[src/rtl/pqsdn_ram_rd_ctrl.sv]
// Read-side lookup engine for pqsdn_ram: issues RAM reads, absorbs the 1-cycle latency and queues
// tagged responses in a credit-protected FIFO. Define PQSDN_RD_BYPASS_EN to forward hazarding writes.
module pqsdn_ram_rd_ctrl #(
    parameter int DATA_W    = 64,
    parameter int ADDR_W    = 10,
    parameter int TAG_W     = 8,
    parameter int RSP_DEPTH = 4
) (
    input  logic                         clk,
    input  logic                         rst_n,
    input  logic                         req_valid_i,
    output logic                         req_ready_o,
    input  logic [ADDR_W-1:0]            req_addr_i,
    input  logic [TAG_W-1:0]             req_tag_i,
    output logic                         ram_rden_o,
    output logic [ADDR_W-1:0]            ram_rdaddr_o,
    input  logic [DATA_W-1:0]            ram_rddata_i,
    input  logic                         wr_en_i,
    input  logic [ADDR_W-1:0]            wr_addr_i,
    input  logic [DATA_W-1:0]            wr_data_i,
    output logic                         rsp_valid_o,
    input  logic                         rsp_ready_i,
    output logic [DATA_W-1:0]            rsp_data_o,
    output logic [TAG_W-1:0]             rsp_tag_o,
    output logic [$clog2(RSP_DEPTH):0]   occupancy_o
);

    localparam int PTR_W = $clog2(RSP_DEPTH);
    localparam int CNT_W = PTR_W + 1;

    typedef struct packed {
        logic [TAG_W-1:0]  tag;
        logic [DATA_W-1:0] data;
    } rsp_t;

    logic              ready_q;
    logic              accept;
    logic              infl_q;
    logic [TAG_W-1:0]  infl_tag_q;
    logic [DATA_W-1:0] land_data;

    rsp_t              mem_q [RSP_DEPTH];
    rsp_t              head;
    logic [PTR_W-1:0]  wr_ptr_q;
    logic [PTR_W-1:0]  rd_ptr_q;
    logic [CNT_W-1:0]  count_q;
    logic [CNT_W-1:0]  count_next;
    logic [CNT_W-1:0]  occ_q;
    logic [CNT_W-1:0]  occ_next;
    logic              push;
    logic              pop;
    logic              rsp_valid;

    // Issue: the RAM read port is driven straight from the accepted request.
    assign accept       = req_valid_i & ready_q;
    assign req_ready_o  = ready_q;
    assign ram_rden_o   = accept;
    assign ram_rdaddr_o = accept ? req_addr_i : '0;

    // NOTE: state registers use non-blocking assignments so every flop samples pre-edge values.
    always_ff @(posedge clk or negedge rst_n) begin
        if (!rst_n) begin
            infl_q     <= 1'b0;
            infl_tag_q <= '0;
        end else begin
            infl_q <= accept;
            if (accept) begin
                infl_tag_q <= req_tag_i;
            end
        end
    end

    assign rsp_valid = (count_q != '0);
    assign push      = infl_q;
    assign pop       = rsp_valid & rsp_ready_i;

    // NOTE: combinational blocks assign a default first so no path leaves a variable held (no latch).
    always_comb begin
        count_next = count_q;
        if (push && !pop) begin
            count_next = count_q + CNT_W'(1);
        end else if (!push && pop) begin
            count_next = count_q - CNT_W'(1);
        end
    end

    // Credit counts the read in flight, so the FIFO always has room for the word that lands next.
    assign occ_next = count_next + CNT_W'(accept);

    always_ff @(posedge clk or negedge rst_n) begin
        if (!rst_n) begin
            wr_ptr_q <= '0;
            rd_ptr_q <= '0;
            count_q  <= '0;
            occ_q    <= '0;
            ready_q  <= 1'b0;
        end else begin
            if (push) begin
                wr_ptr_q <= wr_ptr_q + PTR_W'(1);
            end
            if (pop) begin
                rd_ptr_q <= rd_ptr_q + PTR_W'(1);
            end
            count_q <= count_next;
            occ_q   <= occ_next;
            ready_q <= (occ_next < CNT_W'(RSP_DEPTH));
        end
    end

    // NOTE: FIFO storage is not reset; entries are only observable behind rsp_valid.
    always_ff @(posedge clk) begin
        if (push) begin
            mem_q[wr_ptr_q] <= '{tag: infl_tag_q, data: land_data};
        end
    end

    assign head        = mem_q[rd_ptr_q];
    assign rsp_valid_o = rsp_valid;
    assign rsp_data_o  = rsp_valid ? head.data : '0;
    assign rsp_tag_o   = rsp_valid ? head.tag : '0;
    assign occupancy_o = occ_q;

`ifdef PQSDN_RD_BYPASS_EN
    logic              wr_en_q;
    logic [ADDR_W-1:0] wr_addr_q;
    logic [DATA_W-1:0] wr_data_q;
    logic              byp_hit;
    logic [DATA_W-1:0] byp_data;
    logic              byp_hit_q;
    logic [DATA_W-1:0] byp_data_q;

    // The write presented this cycle is newer than the one still queued in the RAM write register.
    always_comb begin
        byp_hit  = 1'b0;
        byp_data = '0;
        if (wr_en_i && (wr_addr_i == req_addr_i)) begin
            byp_hit  = 1'b1;
            byp_data = wr_data_i;
        end else if (wr_en_q && (wr_addr_q == req_addr_i)) begin
            byp_hit  = 1'b1;
            byp_data = wr_data_q;
        end
    end

    always_ff @(posedge clk or negedge rst_n) begin
        if (!rst_n) begin
            wr_en_q    <= 1'b0;
            wr_addr_q  <= '0;
            wr_data_q  <= '0;
            byp_hit_q  <= 1'b0;
            byp_data_q <= '0;
        end else begin
            wr_en_q   <= wr_en_i;
            wr_addr_q <= wr_addr_i;
            wr_data_q <= wr_data_i;
            byp_hit_q <= accept & byp_hit;
            if (accept) begin
                byp_data_q <= byp_data;
            end
        end
    end

    assign land_data = byp_hit_q ? byp_data_q : ram_rddata_i;
`else
    logic unused_wr;

    // Without forwarding the snoop port is deliberately ignored.
    assign unused_wr = ^{wr_en_i, wr_addr_i, wr_data_i};
    assign land_data = ram_rddata_i;
`endif

endmodule

[config.mk]
export PLATFORM = sky130hd
export DESIGN_NAME = pqsdn_ram_rd_ctrl
export DESIGN_NICKNAME = d
export VERILOG_FILES = /design/src/rtl/pqsdn_ram_rd_ctrl.sv
export SDC_FILE = /design/constraint.sdc
export NUM_CORES = 1
export LEC_CHECK = 0
export CAP_MARGIN = 30
export CELL_PAD_IN_SITES_DETAIL_PLACEMENT = 0
export CELL_PAD_IN_SITES_GLOBAL_PLACEMENT = 1
export CORE_MARGIN = 5
export CORE_UTILIZATION = 47
export CTS_BUF_LIST = sky130_fd_sc_hd__clkbuf_16
export DETAILED_ROUTE_END_ITERATION = 8
export HOLD_SLACK_MARGIN = 0.03
export PLACE_DENSITY = 0.92
export SYNTH_ARGS = -nofsm -noshare
export SYNTH_HDL_FRONTEND = slang
export SYNTH_SLANG_ARGS = --single-unit
export TNS_END_PERCENT = 20
[constraint.sdc]
create_clock -name clk -period 8 [get_ports clk]
set_clock_uncertainty 0.05 [all_clocks]
set_input_delay 0.8 -clock clk [delete_from_list [all_inputs] [get_ports clk]]
set_output_delay 0.8 -clock clk [all_outputs]
set_load 0.05 [all_outputs]
==> qor.txt, run 1 <==
outcome: finished clean
CP endpoint kind: output pin
Setup TNS Final: 0 ps
initial antenna violation count: 0
Least-Margin Pin Slew: 961.0 ps
post-synthesis simple-gate area fraction: 4.940%
Critical Path RT: 7150 ps
Inserted Diodes: 0
post-layout util: 59.70%
clock slew at reported path FFs: 60 ps
mux share of post-synthesis cell area: 14.51%
worst-path fanout max: 44
critical path type: reg -> out
drt drc: 0
Yosys reg bits: 308
largest area contributor in the synthesized netlist: edfxtp_1
I/O Buffers: 173
CP cell instances: buf_4, mux4_2, and2_1, clkdlybuf4s50_1
vias in the first global route: 6523
Adder-Cell Fraction of Synth Area: 1.032%
final hold vios: 0
cts hold-fix bufs: 0
H-Tree Depth: 1
Via density: 5.315
largest net degree at the start of global routing: 78
Num CTS Buffers: 31
Compound-Gate Fraction of Synth Area: 0.3687%
clk sinks: 308
max-slew violations: 0
RSZ-0062 raised after global routing: false
Slowest-stage cell, CP: dfrtp_4
clk_lat worst skew: 540 ps
routed len/inst: 21.24 µm
Avg Inst Size Synth: 21.91 µm²
deepest clock path buffer count: 3
Pwr Density: 419.6 nW/µm²
DPL Wire Length: 14060 µm
first-pass GRT wire length: 36360 µm
die height: 169.0 µm
post-CTS sizing: 0
CP arrival: 3700 ps
combinational family with the most area after synthesis: multiplexers
Mapped Nets: 712
drt initial violations: 364
crit start category: flop
xor and xnor area share after synthesis: 0.5162%
cell area after synthesis: 11880 µm²
Tcrit/Tclk final: 56.83%
nets: 898
Setup violations, final: 0
All-Layer GR Usage: 16.14%
Synth area leaders: edfxtp_1 73%, mux4_2 14%, dfrtp_1 4.2%
CTS tree: yes
FF-to-FF setup slack: 5040 ps
share of the synthesized area in the top cell type: 72.81%
via count: 5745
sequential share of the synthesized area: 77.03%
Max Freq: 220.0 MHz
Routed WL: 22960 µm
static leakage: 4.962 nW
Die Footprint: 28550 µm²
root buf cell: clkbuf_16
Syn Inst Count: 542
row cnt: 58
Yosys cell types: 24
Pre-antenna DRT Iters: 4
HP Class: reg -> reg
WHS: 466.6 ps
remaining antenna violation count: 0
DIE WIDTH: 169.0 µm
Starting Density: 47.44%
max cap viols: 0
setup bufs post-CTS: 0
Ports: 249
min Tclk post-route: 4546 ps
area delta synth->final: 25.83%
GP Congestion: 0.7826
relative slew slack: 35.73%
VDD IR max: 296.7 µV
Core Box Area: 25040 µm²
layout cells sized above 1: 18.64%
global route overflow: 0
Max stage delay on crit path: 820 ps
yosys warns: 0
==> synthesized netlist by cell type (all sizes together) <==
master / count
a311oi: 1
clkbuf: 11
mux4: 72
nand3: 2
mux2: 9
maj3: 1
inv: 7
a211o: 1
o22ai: 1
o21ai: 2
a21oi: 2
dfrtp: 20
xnor2: 4
and2: 76
and3: 10
ha: 9
nand2b: 1
or2b: 1
nand4b: 1
xor2: 3
buf: 16
edfxtp: 288
nand2: 4
==> through the flow <==
stage                     instance area [µm²]  setup WS (ps)  instances  total power, W
after floorplan                         11880           5109        542        0.004158
after global placement                  13890           3934       1020        0.004943
after detailed placement                14020           3867       1025        0.005039
after CTS                               14950           3278       1081        0.006358
after global routing                    14950           3104       1081        0.006548
final                                   14950           3454       1081        0.006271
==> layout make-up <==
type	count	area, µm²
tap	330	412.9
fill	1809	10090
clock buffer	31	775.7
timing repair buffer	180	1877
inverter	7	26.28
sequential	308	9156
multi-input combinational	200	2547
clock inverter	25	150.1
==> worst max-delay path: cells and delay by family (launching register included) <==
family / cells / cell delay, ps
flops: 1 / 820
simple gates: 1 / 190
buf+inv: 2 / 1510
mux: 1 / 610
==> final timing paths <==
| check | startpoint | endpoint | depth (start not counted) |
|---|---|---|---|
| min | infl_tag_q[4] | mem_q[3][68] | 0 |
| min reg2reg | infl_tag_q[4] | mem_q[3][68] | 0 |
| max in group asynchronous | rst_n | rd_ptr_q[1] | 1 |
| min in group asynchronous | rst_n | infl_tag_q[6] | 1 |
| max reg2reg | count_q[1] | req_ready_o | 9 |
| max | rd_ptr_q[0] | rsp_data_o[38] | 4 |
==> registers in the layout, summed over array words and instances (netlist names) <==
name,cells
wr_ptr_q,2
infl_tag_q,8
mem_q,288
rd_ptr_q,2
req_ready_o,1
infl_q,1
count_q,3
occupancy_o,3
==> power by group <==
group	internal (W)	switching [W]	total, W
registers	0.00205	0.000177	0.00223
clock network	0.000734	0.000572	0.00131
logic	0.00109	0.00165	0.00274
==> cell families (layout without fill, tap and decap cells) <==
family                   count (synthesis)  count (layout)
multiplexers                            81              81
flip-flops                             308             308
XOR/XNOR                                 7               7
AO/OA/AOI/OAI                            7               7
AND/OR/NAND/NOR                         95              95
buffers and inverters                   34             243
adder cells (fa/ha/maj)                 10              10
==> cell usage in the layout, fill, tap and decap left out, types with 2 or more instances in the layout <==
| cell type | synthesis | final |
|---|---|---|
| a21oi_1 | 2 | 2 |
| and2_1 | 76 | 72 |
| and2_4 | 0 | 4 |
| and3_1 | 10 | 10 |
| buf_16 | 0 | 4 |
| buf_4 | 0 | 2 |
| clkbuf_16 | 0 | 31 |
| clkdlybuf4s50_1 | 0 | 173 |
| clkinv_1 | 0 | 5 |
| clkinv_2 | 0 | 8 |
| clkinvlp_4 | 0 | 4 |
| dfrtp_1 | 20 | 18 |
| dfrtp_4 | 0 | 2 |
| edfxtp_1 | 288 | 288 |
| ha_1 | 9 | 9 |
| inv_1 | 7 | 13 |
| mux2_2 | 9 | 9 |
| mux4_2 | 72 | 72 |
| nand2_1 | 4 | 4 |
| nand3_1 | 2 | 2 |
| o21ai_0 | 2 | 2 |
| xnor2_1 | 4 | 4 |
| xor2_1 | 3 | 3 |
==> layer usage <==
metal  track usage, %  vias to the layer above  wire length (µm)
li1                 -                     2555                 -
met1            21.01                     2989              9225
met2            28.71                      166             12060
met5                0                        -                 0
met3            2.849                       35              1245
met4            3.570                        0               426
No activity file was read; power rests on OpenSTA's default activity.
==> inputs of run 2 (changes only) <==
--- a/config.mk
+++ b/config.mk
@@ -9,11 +9,11 @@
 export CELL_PAD_IN_SITES_DETAIL_PLACEMENT = 0
 export CELL_PAD_IN_SITES_GLOBAL_PLACEMENT = 1
 export CORE_MARGIN = 5
-export CORE_UTILIZATION = 47
+export CORE_UTILIZATION = 44
 export CTS_BUF_LIST = sky130_fd_sc_hd__clkbuf_16
 export DETAILED_ROUTE_END_ITERATION = 8
 export HOLD_SLACK_MARGIN = 0.03
-export PLACE_DENSITY = 0.92
+export PLACE_DENSITY = 0.87
 export SYNTH_ARGS = -nofsm -noshare
 export SYNTH_HDL_FRONTEND = slang
 export SYNTH_SLANG_ARGS = --single-unit
==> constraint.sdc (replaced) <==
create_clock -name clk -period 4.3 [get_ports clk]
set_clock_uncertainty 0.05 [all_clocks]
set_input_delay 0.43 -clock clk [delete_from_list [all_inputs] [get_ports clk]]
set_output_delay 0.43 -clock clk [all_outputs]
set_load 0.05 [all_outputs]
==> run 2 against run 1 <==
Against the previous run: setup slack worse by 3000 ps; first-iteration DRC count up 3.6%; critical path type unchanged; design area up 0.73%; core utilization down 3.5 points; count of clock-buffer cells in the layout unchanged; sequential share of layout area down 0.44 points; global-route usage down 1.3 points.
==> qor.txt, run 2 (same netlist as run 1, synthesis figures left out) <==
outcome: finished clean
Switching Fraction: 37.59%
sw power: 0.004420 W
Via density: 5.227
routed len/inst: 20.54 µm
setup bufs post-CTS: 0
max cap viols: 0
first-pass GRT wire length: 35590 µm
FF-to-FF setup slack: 1310 ps
post-CTS sizing: 0
H-Tree Depth: 1
CP arrival: 3340 ps
Critical Path RT: 3820 ps
CTS tree: yes
area of the multi-input gates: 2547 µm²
Num CTS Buffers: 31
Clk network pwr share: 21.3%
max reg flops: 288
final hold vios: 0
Die Footprint: 30380 µm²
post-layout util: 56.17%
All-Layer GR Usage: 14.84%
area delta synth->final: 26.75%
die height: 174.3 µm
initial antenna violation count: 1
combinational fraction of design power: 43.9%
Setup violations, final: 0
Reg with most FFs: mem_q
Setup TNS Final: 0 ps
R2R depth: 8
clk sinks: 308
drt initial violations: 377
most frequent cells in the layout: 288 x edfxtp_1, 173 x clkdlybuf4s50_1, 72 x mux4_2, 72 x and2_1, 31 x clkbuf_16
relative slew slack: 36.41%
nets: 904
VDD IR max: 521.2 µV
Pwr Density: 781.0 nW/µm²
sequential power share: 34.8%
Storage cell area: 9156 µm²
top flop regs: mem_q (288), infl_tag_q (8)
row cnt: 60
Max Freq: 261.6 MHz
Least-Margin Pin Slew: 953.9 ps
Pre-antenna DRT Iters: 4
max-slew violations: 0
largest net degree at the start of global routing: 61
deepest clock path buffer count: 3
fillcell total: 2018
Routed WL: 22570 µm
vias in the first global route: 6235
DIE WIDTH: 174.3 µm
Tcrit/Tclk final: 88.91%
RSZ-0062 raised after global routing: false
Core Box Area: 26800 µm²
global route overflow: 0
cts hold-fix bufs: 0
critical path type: reg -> out
HP Class: in -> async
Inserted Diodes: 0
remaining antenna violation count: 0
clk_lat worst skew: 540 ps
I/O Buffers: 173
static leakage: 5.034 nW
crit start category: flop
drt drc: 0
Starting Density: 44.32%
internal cell power: 0.007338 W
via count: 5745
Ports: 249
worst-path fanout max: 50
clock slew at reported path FFs: 60 ps
layout cells sized above 1: 18.34%
DPL Wire Length: 13720 µm
most common cell after layout, fill and taps aside: edfxtp_1
root buf cell: clkbuf_16
min Tclk post-route: 3823 ps
GP Congestion: 0.6967
CP endpoint kind: output pin
run 2: changes by cell type in the layout (fill, tap and decap cells not counted):
cell | previous run | this run
buf_12 | 1 | 2
bufinv_16 | 1 | 3
clkinv_1 | 5 | 8
inv_6 | 1 | 0
clkinv_2 | 8 | 2
buf_4 | 2 | 7
inv_1 | 13 | 18
clkinv_4 | 0 | 1
clkinvlp_4 | 4 | 1
run 2: cell type report:
type | count | area share, %
Timing Repair Buffer | 186 | 12.85
Multi-Input combinational cell | 200 | 16.92
Tap cell | 341 | 2.834
Sequential cell | 308 | 60.82
Clock buffer | 31 | 5.153
Clock inverter | 26 | 1.247
Inverter | 7 | 0.1745
run 2: power by group through the flow:
| stage | sequential (W) | combinational [W] | clock, W |
|---|---|---|---|
| after CTS | 0.00411 | 0.00524 | 0.00258 |
| after global placement | 0.00414 | 0.00516 | 0 |
| after global routing | 0.00415 | 0.00544 | 0.00272 |
| after floorplan | 0.00407 | 0.00367 | 0 |
| after detailed placement | 0.00417 | 0.00522 | 0 |
| final | 0.00409 | 0.00516 | 0.00251 |
run 2: worst max-delay path: stages, from the launching register on:
cell	delay [ps]
dfrtp_1	410
inv_1	80
ha_1	200
or2b_2	770
buf_4	320
and2_1	170
clkdlybuf4s50_1	810
run 2: final timing paths:
path,from,endpoint
min reg2reg,infl_tag_q[7],mem_q[2][71]
max in group asynchronous,rst_n,infl_tag_q[7]
min,rst_n,infl_tag_q[4]
max,count_q[1],rsp_data_o[22]
max reg2reg,count_q[1],req_ready_o
min in group clk,req_tag_i[3],infl_tag_q[3]
run 2: stage by stage:
stage	area [µm²]	hold WS, ps	total power [W]	worst slack (ps)	cells
floorplan	11880	84.41	0.007736	1409	542
CTS	15030	91.47	0.01193	362.4	1098
global route	15050	98.54	0.01230	199.2	1099
detailed placement	14060	454.6	0.009388	965.2	1041
global placement	13980	436.9	0.009301	944.8	1038
finish	15050	117.2	0.01176	476.9	1099
run 2: routing by layer:
metal	routed length, µm	track usage (%)	up-vias
li1	-	-	2569
met1	9180	19.03	2995
met2	11670	26.01	143
met3	1378	3.741	36
met4	321	2.804	2
met5	13	0	-
==> inputs of run 3 (changes only) <==
--- a/config.mk
+++ b/config.mk
@@ -8,12 +8,13 @@
 export CAP_MARGIN = 30
 export CELL_PAD_IN_SITES_DETAIL_PLACEMENT = 0
 export CELL_PAD_IN_SITES_GLOBAL_PLACEMENT = 1
-export CORE_MARGIN = 5
+export CORE_MARGIN = 2
 export CORE_UTILIZATION = 44
 export CTS_BUF_LIST = sky130_fd_sc_hd__clkbuf_16
 export DETAILED_ROUTE_END_ITERATION = 8
 export HOLD_SLACK_MARGIN = 0.03
 export PLACE_DENSITY = 0.87
+export SLEW_MARGIN = 20
 export SYNTH_ARGS = -nofsm -noshare
 export SYNTH_HDL_FRONTEND = slang
 export SYNTH_SLANG_ARGS = --single-unit
==> run 3 against run 2 <==
Against the previous run: setup slack gained 230 ps; power is 0.99% higher; largest power group unchanged; cell count is 0.27% lower; sequential power hardly changed; core utilization grew 0.14 points; count of clock-buffer cells in the layout did not move; design area is essentially flat; fmax up 6.5%; register-to-register slack better by 370 ps; clock power rose by 5%; global-route usage grew 0.94 points; combinational power decreased by 0.8%.
==> qor.txt, run 3 (same netlist as run 1, synthesis figures left out) <==
H-Tree Depth: 1
Ports: 249
static leakage: 5.016 nW
Starting Density: 44.44%
drt initial violations: 411
R2R depth: 8
final worst-path setup slack: 710.5 ps
CP endpoint kind: output pin
Tcrit/Tclk final: 83.48%
Core Box Area: 26730 µm²
Pre-antenna DRT Iters: 5
Num CTS Buffers: 30
Routed WL: 21780 µm
max-slew violations: 0
Reg with most FFs: mem_q
vias in the first global route: 6147
outcome: finished clean
I/O Buffers: 173
remaining antenna violation count: 0
crit start category: flop
DIE WIDTH: 168.3 µm
FF-to-FF setup slack: 1680 ps
min Tclk post-route: 3589 ps
most common cell after layout, fill and taps aside: edfxtp_1
cts hold-fix bufs: 0
deepest clock path buffer count: 3
relative slew slack: 40.84%
Reg2Reg Launch Point: count_q[0]
max cap viols: 0
total power draw: 0.01187 W
most frequent cells in the layout: 288 x edfxtp_1, 173 x clkdlybuf4s50_1, 72 x mux4_2, 72 x and2_1, 31 x clkbuf_16
clk_lat worst skew: 530 ps
Via density: 5.207
row cnt: 60
via count: 5707
RSZ-0062 raised after global routing: false
DPL Wire Length: 12830 µm
worst reg2reg path endpoint: req_ready_o
Max stage delay on crit path: 790 ps
drt drc: 0
die height: 168.3 µm
Critical Path RT: 3820 ps
Place WS: 956.4 ps
VDD IR max: 504.9 µV
root buf cell: clkbuf_16
WHS: 69.22 ps
Max Freq: 278.6 MHz
CP top delay family: buffers and inverters
top flop regs: mem_q (288), infl_tag_q (8)
Die Footprint: 28320 µm²
critical path type: reg -> out
nets: 901
Pwr Density: 789.0 nW/µm²
global route overflow: 0
Least-Margin Pin Slew: 887.4 ps
post-layout util: 56.31%
largest net degree at the start of global routing: 55
CP cell instances: buf_12, mux4_2, and2_1, clkdlybuf4s50_1
Setup TNS Final: 0 ps
clock slew at reported path FFs: 60 ps
Inserted Diodes: 0
GP Congestion: 0.7043
setup bufs post-CTS: 0
clk sinks: 308
HP Class: in -> async
CP arrival: 3110 ps
area delta synth->final: 26.70%
first-pass GRT wire length: 34340 µm
worst-path fanout max: 26
max reg flops: 288
post-CTS sizing: 0
CTS tree: yes
final hold vios: 0
Setup violations, final: 0
All-Layer GR Usage: 15.79%
initial antenna violation count: 0
layout cells sized above 1: 19.07%
CP Buf/Inv Count: 2
Slowest-stage cell, CP: dfrtp_4
routed len/inst: 19.87 µm
## run 3: cell types whose count changed in the layout (fill, tap and decap cells not counted)
cell / change
buf_6: +1
clkinv_4: -1
bufinv_16: +2
buf_12: +1
buf_4: -1
inv_1: -7
clkinv_2: +5
buf_16: -3
clkinv_1: -1
clkinvlp_4: +1
## run 3: power breakdown
| group | internal (W) | leakage, nW | switching (W) | total [W] |
|---|---|---|---|---|
| logic | 0.00205 | 1.66 | 0.00307 | 0.00512 |
| clock network | 0.00160 | 0.513 | 0.00104 | 0.00263 |
| registers | 0.00382 | 2.85 | 0.000304 | 0.00412 |
## run 3: worst max-delay path by stage
stage | cells past startpoint | from | slack (ps) | to
after global placement | 6 | count_q[0] | 1000 | rsp_data_o[45]
after detailed placement | 6 | count_q[0] | 960 | rsp_data_o[49]
after global routing | 4 | rd_ptr_q[0] | 520 | rsp_tag_o[7]
final | 4 | rd_ptr_q[0] | 710 | rsp_tag_o[5]
after CTS | 6 | count_q[1] | 360 | rsp_tag_o[5]
after floorplan | 2 | infl_q | 1410 | mem_q[3][0]
## run 3: layout make-up
type,count,area (µm²)
clock buffers,31,775.7
clock inverters,25,241.5
fillers,2017,11680
inverters,7,26.28
multi-input cells,200,2547
flip-flops and latches,308,9156
well taps,341,426.7
repair buffers,184,1876
## run 3: metrics by stage
stage | instances | area [µm²]
floorplan | 542 | 11880
global placement | 1038 | 13990
detailed placement | 1038 | 13990
CTS | 1094 | 15010
global route | 1096 | 15050
finish | 1096 | 15050
## run 3: per-layer routing
metal | share of wire [%] | vias to the layer above | wire length (µm) | GRT usage (%)
li1 | - | 2566 | - | -
met1 | 41 | 2939 | 9026 | 20.68
met2 | 51 | 167 | 11120 | 27.48
met3 | 6.1 | 35 | 1328 | 3.432
met4 | 1.4 | 0 | 305 | 3.223
met5 | 0 | - | 0 | 0
## run 3: worst reg2reg max path, cell delays in order, from the launching register on
cell,delay (ps)
dfrtp_1,390
inv_1,80
ha_1,230
or2b_2,470
nand2_1,210
maj3_1,380
mux2_2,290
ha_1,240
xor2_1,170
==> patch, RTL diff (config.mk and constraints of run 3) <==
Change the parameter `RSP_DEPTH` from 4 to 8.
--- a/src/rtl/pqsdn_ram_rd_ctrl.sv
+++ b/src/rtl/pqsdn_ram_rd_ctrl.sv
@@ -5,5 +5,5 @@
     parameter int ADDR_W    = 10,
     parameter int TAG_W     = 8,
-    parameter int RSP_DEPTH = 4
+    parameter int RSP_DEPTH = 8
 ) (
     input  logic                         clk,
Interface: changed (resized occupancy_o); port bits go from 249 to 250. No check against the original RTL was run, so the function may have changed too.
==> patch against run 3 <==
Final area increased by 83%. Worst setup slack worse by 0.15 ns. Sequential power increased by 86%. Combinational power grew 60%. Sequential cell count up 292. Power is 74% higher. Wire length grew 110%. Global-route usage rose by 1.5 points. Synthesized area grew 93%. Largest power group unchanged.
==> patch: results (changes against run 3) <==
status:
  status: "complete, no violations"
placement:
  dpl.hpwl_mm: 24.7  # +93%
  finalWeightedCongestion: 0.682  # -3.1%
  port_buffers: 174  # +0.58%
  place_ws_ns: 1.09  # +0.136 ns
power:
  p_int_mw: 13.2  # +77%
  pwr-share-seq_pct: 37.1  # +2.4 points
  swShare_pct: 36.1  # -1.0 points
  ir_drop_uv: 510  # +1.0%
  power_frac_clock_pct: 23.3  # +1.1 points
  p_leak_nw: 9.09  # +81%
clock_tree:
  clk_latency_ns: 0.60  # +0.07 ns
  ctsResizeCount: 0  # unchanged
  htree_levels: 2  # +1
timing:
  worst-slew-pin-transition_ns: 0.950  # +0.0624 ns
  whs_ns: 0.147  # +0.0777 ns
synth:
  ys_top_cells_by_count: "edfxtp_1 (576), mux4_2 (144), nor2_1 (78)"
  synth.area.mux_share_pct: 17.8  # +3.3 points
  async_flop_share_pct: 4.00  # -2.5 points
  netlist_top_cells_area: "edfxtp_1 (75%), mux4_2 (14%), mux2i_1 (3.1%)"
  syn-num-nets: 1182  # +66%
  synthAdderAreaFrac_pct: 0.327  # -0.71 points
  synth_edf_count: 576  # +100%
  seq_area_frac_synth_pct: 77.9  # +0.89 points
route:
  vias_per_cell: 5.45  # +4.7%
  first_iter_violations: 721  # +75%
  drt-total-wl_mm: 45.7  # +110%
worst_setup_path:
  path_max_fanout: 41  # +58%
  slowest_delay_ns: 0.73  # -0.06 ns
  critPathArrivalTime_ns: 3.26  # +0.15 ns
  r2r_end: "mem_q[2][26]$_DFFE_PP_"
  rr_worst_depth: 3  # -5
  crit_slowest_cell: "clkdlybuf4s50_1"
  timing.rr.start: "infl_q$_DFF_PN0_"
cells_and_area:
  drive_gt1_share_pct: 21.9  # +2.9 points
  fillers: 3917  # +94%
global_route:
  antenna_found_initial: 4  # +4
  track_usage_pct: 17.3  # +1.5 points
  met2_usage_pct: 28.8  # +1.3 points
  grtUsageMet1_pct: 23.4  # +2.8 points
  grt_pass1_vias: 11400  # +86%
patch: cell types whose count changed after synthesis, sizes merged, moves of 3 or more:
cell / change
edfxtp: +288
nand2b: +3
mux2i: +73
and2: -76
buf: +13
ha: -3
dfrtp: +4
mux4: +72
clkbuf: +11
nor2: +78
patch: cell type report:
class,count,area share [%]
Sequential cell,600,64.9
Multi-Input combinational cell,358,17.7
Timing Repair Buffer,201,7.57
Clock buffer,61,5.53
Tap cell,680,3.08
Clock inverter,50,1.12
Inverter,6,0.0816
patch: worst max-delay path by stage:
| stage | from | endpoint | slack (ns) | depth (start not counted) |
|---|---|---|---|---|
| global route | rd_ptr_q[0]$_DFFE_PN0P_ | rsp_tag_o[5] | 0.35 | 5 |
| detailed placement | rd_ptr_q[0]$_DFFE_PN0P_ | rsp_tag_o[5] | 1.09 | 5 |
| CTS | rd_ptr_q[0]$_DFFE_PN0P_ | rsp_tag_o[5] | 0.43 | 5 |
| floorplan | infl_q$_DFF_PN0_ | mem_q[4][0]$_DFFE_PP_ | -1.87 | 3 |
| finish | rd_ptr_q[0]$_DFFE_PN0P_ | rsp_data_o[26] | 0.56 | 5 |
| global placement | rd_ptr_q[0]$_DFFE_PN0P_ | rsp_tag_o[5] | 1.10 | 5 |
patch: stage by stage:
stage	std cells	setup TNS [ns]	area, um2
detailed placement	1845	0	25800
floorplan	1015	-134.52	23000
CTS	1956	0	27600
global route	1956	0	27600
global placement	1844	0	25700
finish	1956	0	27600
patch: metal layers:
| metal | wire length [um] | part of all wire, % |
|---|---|---|
| met5 | 62 | 0.14 |
| met4 | 624 | 1.4 |
| met3 | 2880 | 6.3 |
| met2 | 22600 | 49 |
| met1 | 19500 | 43 |
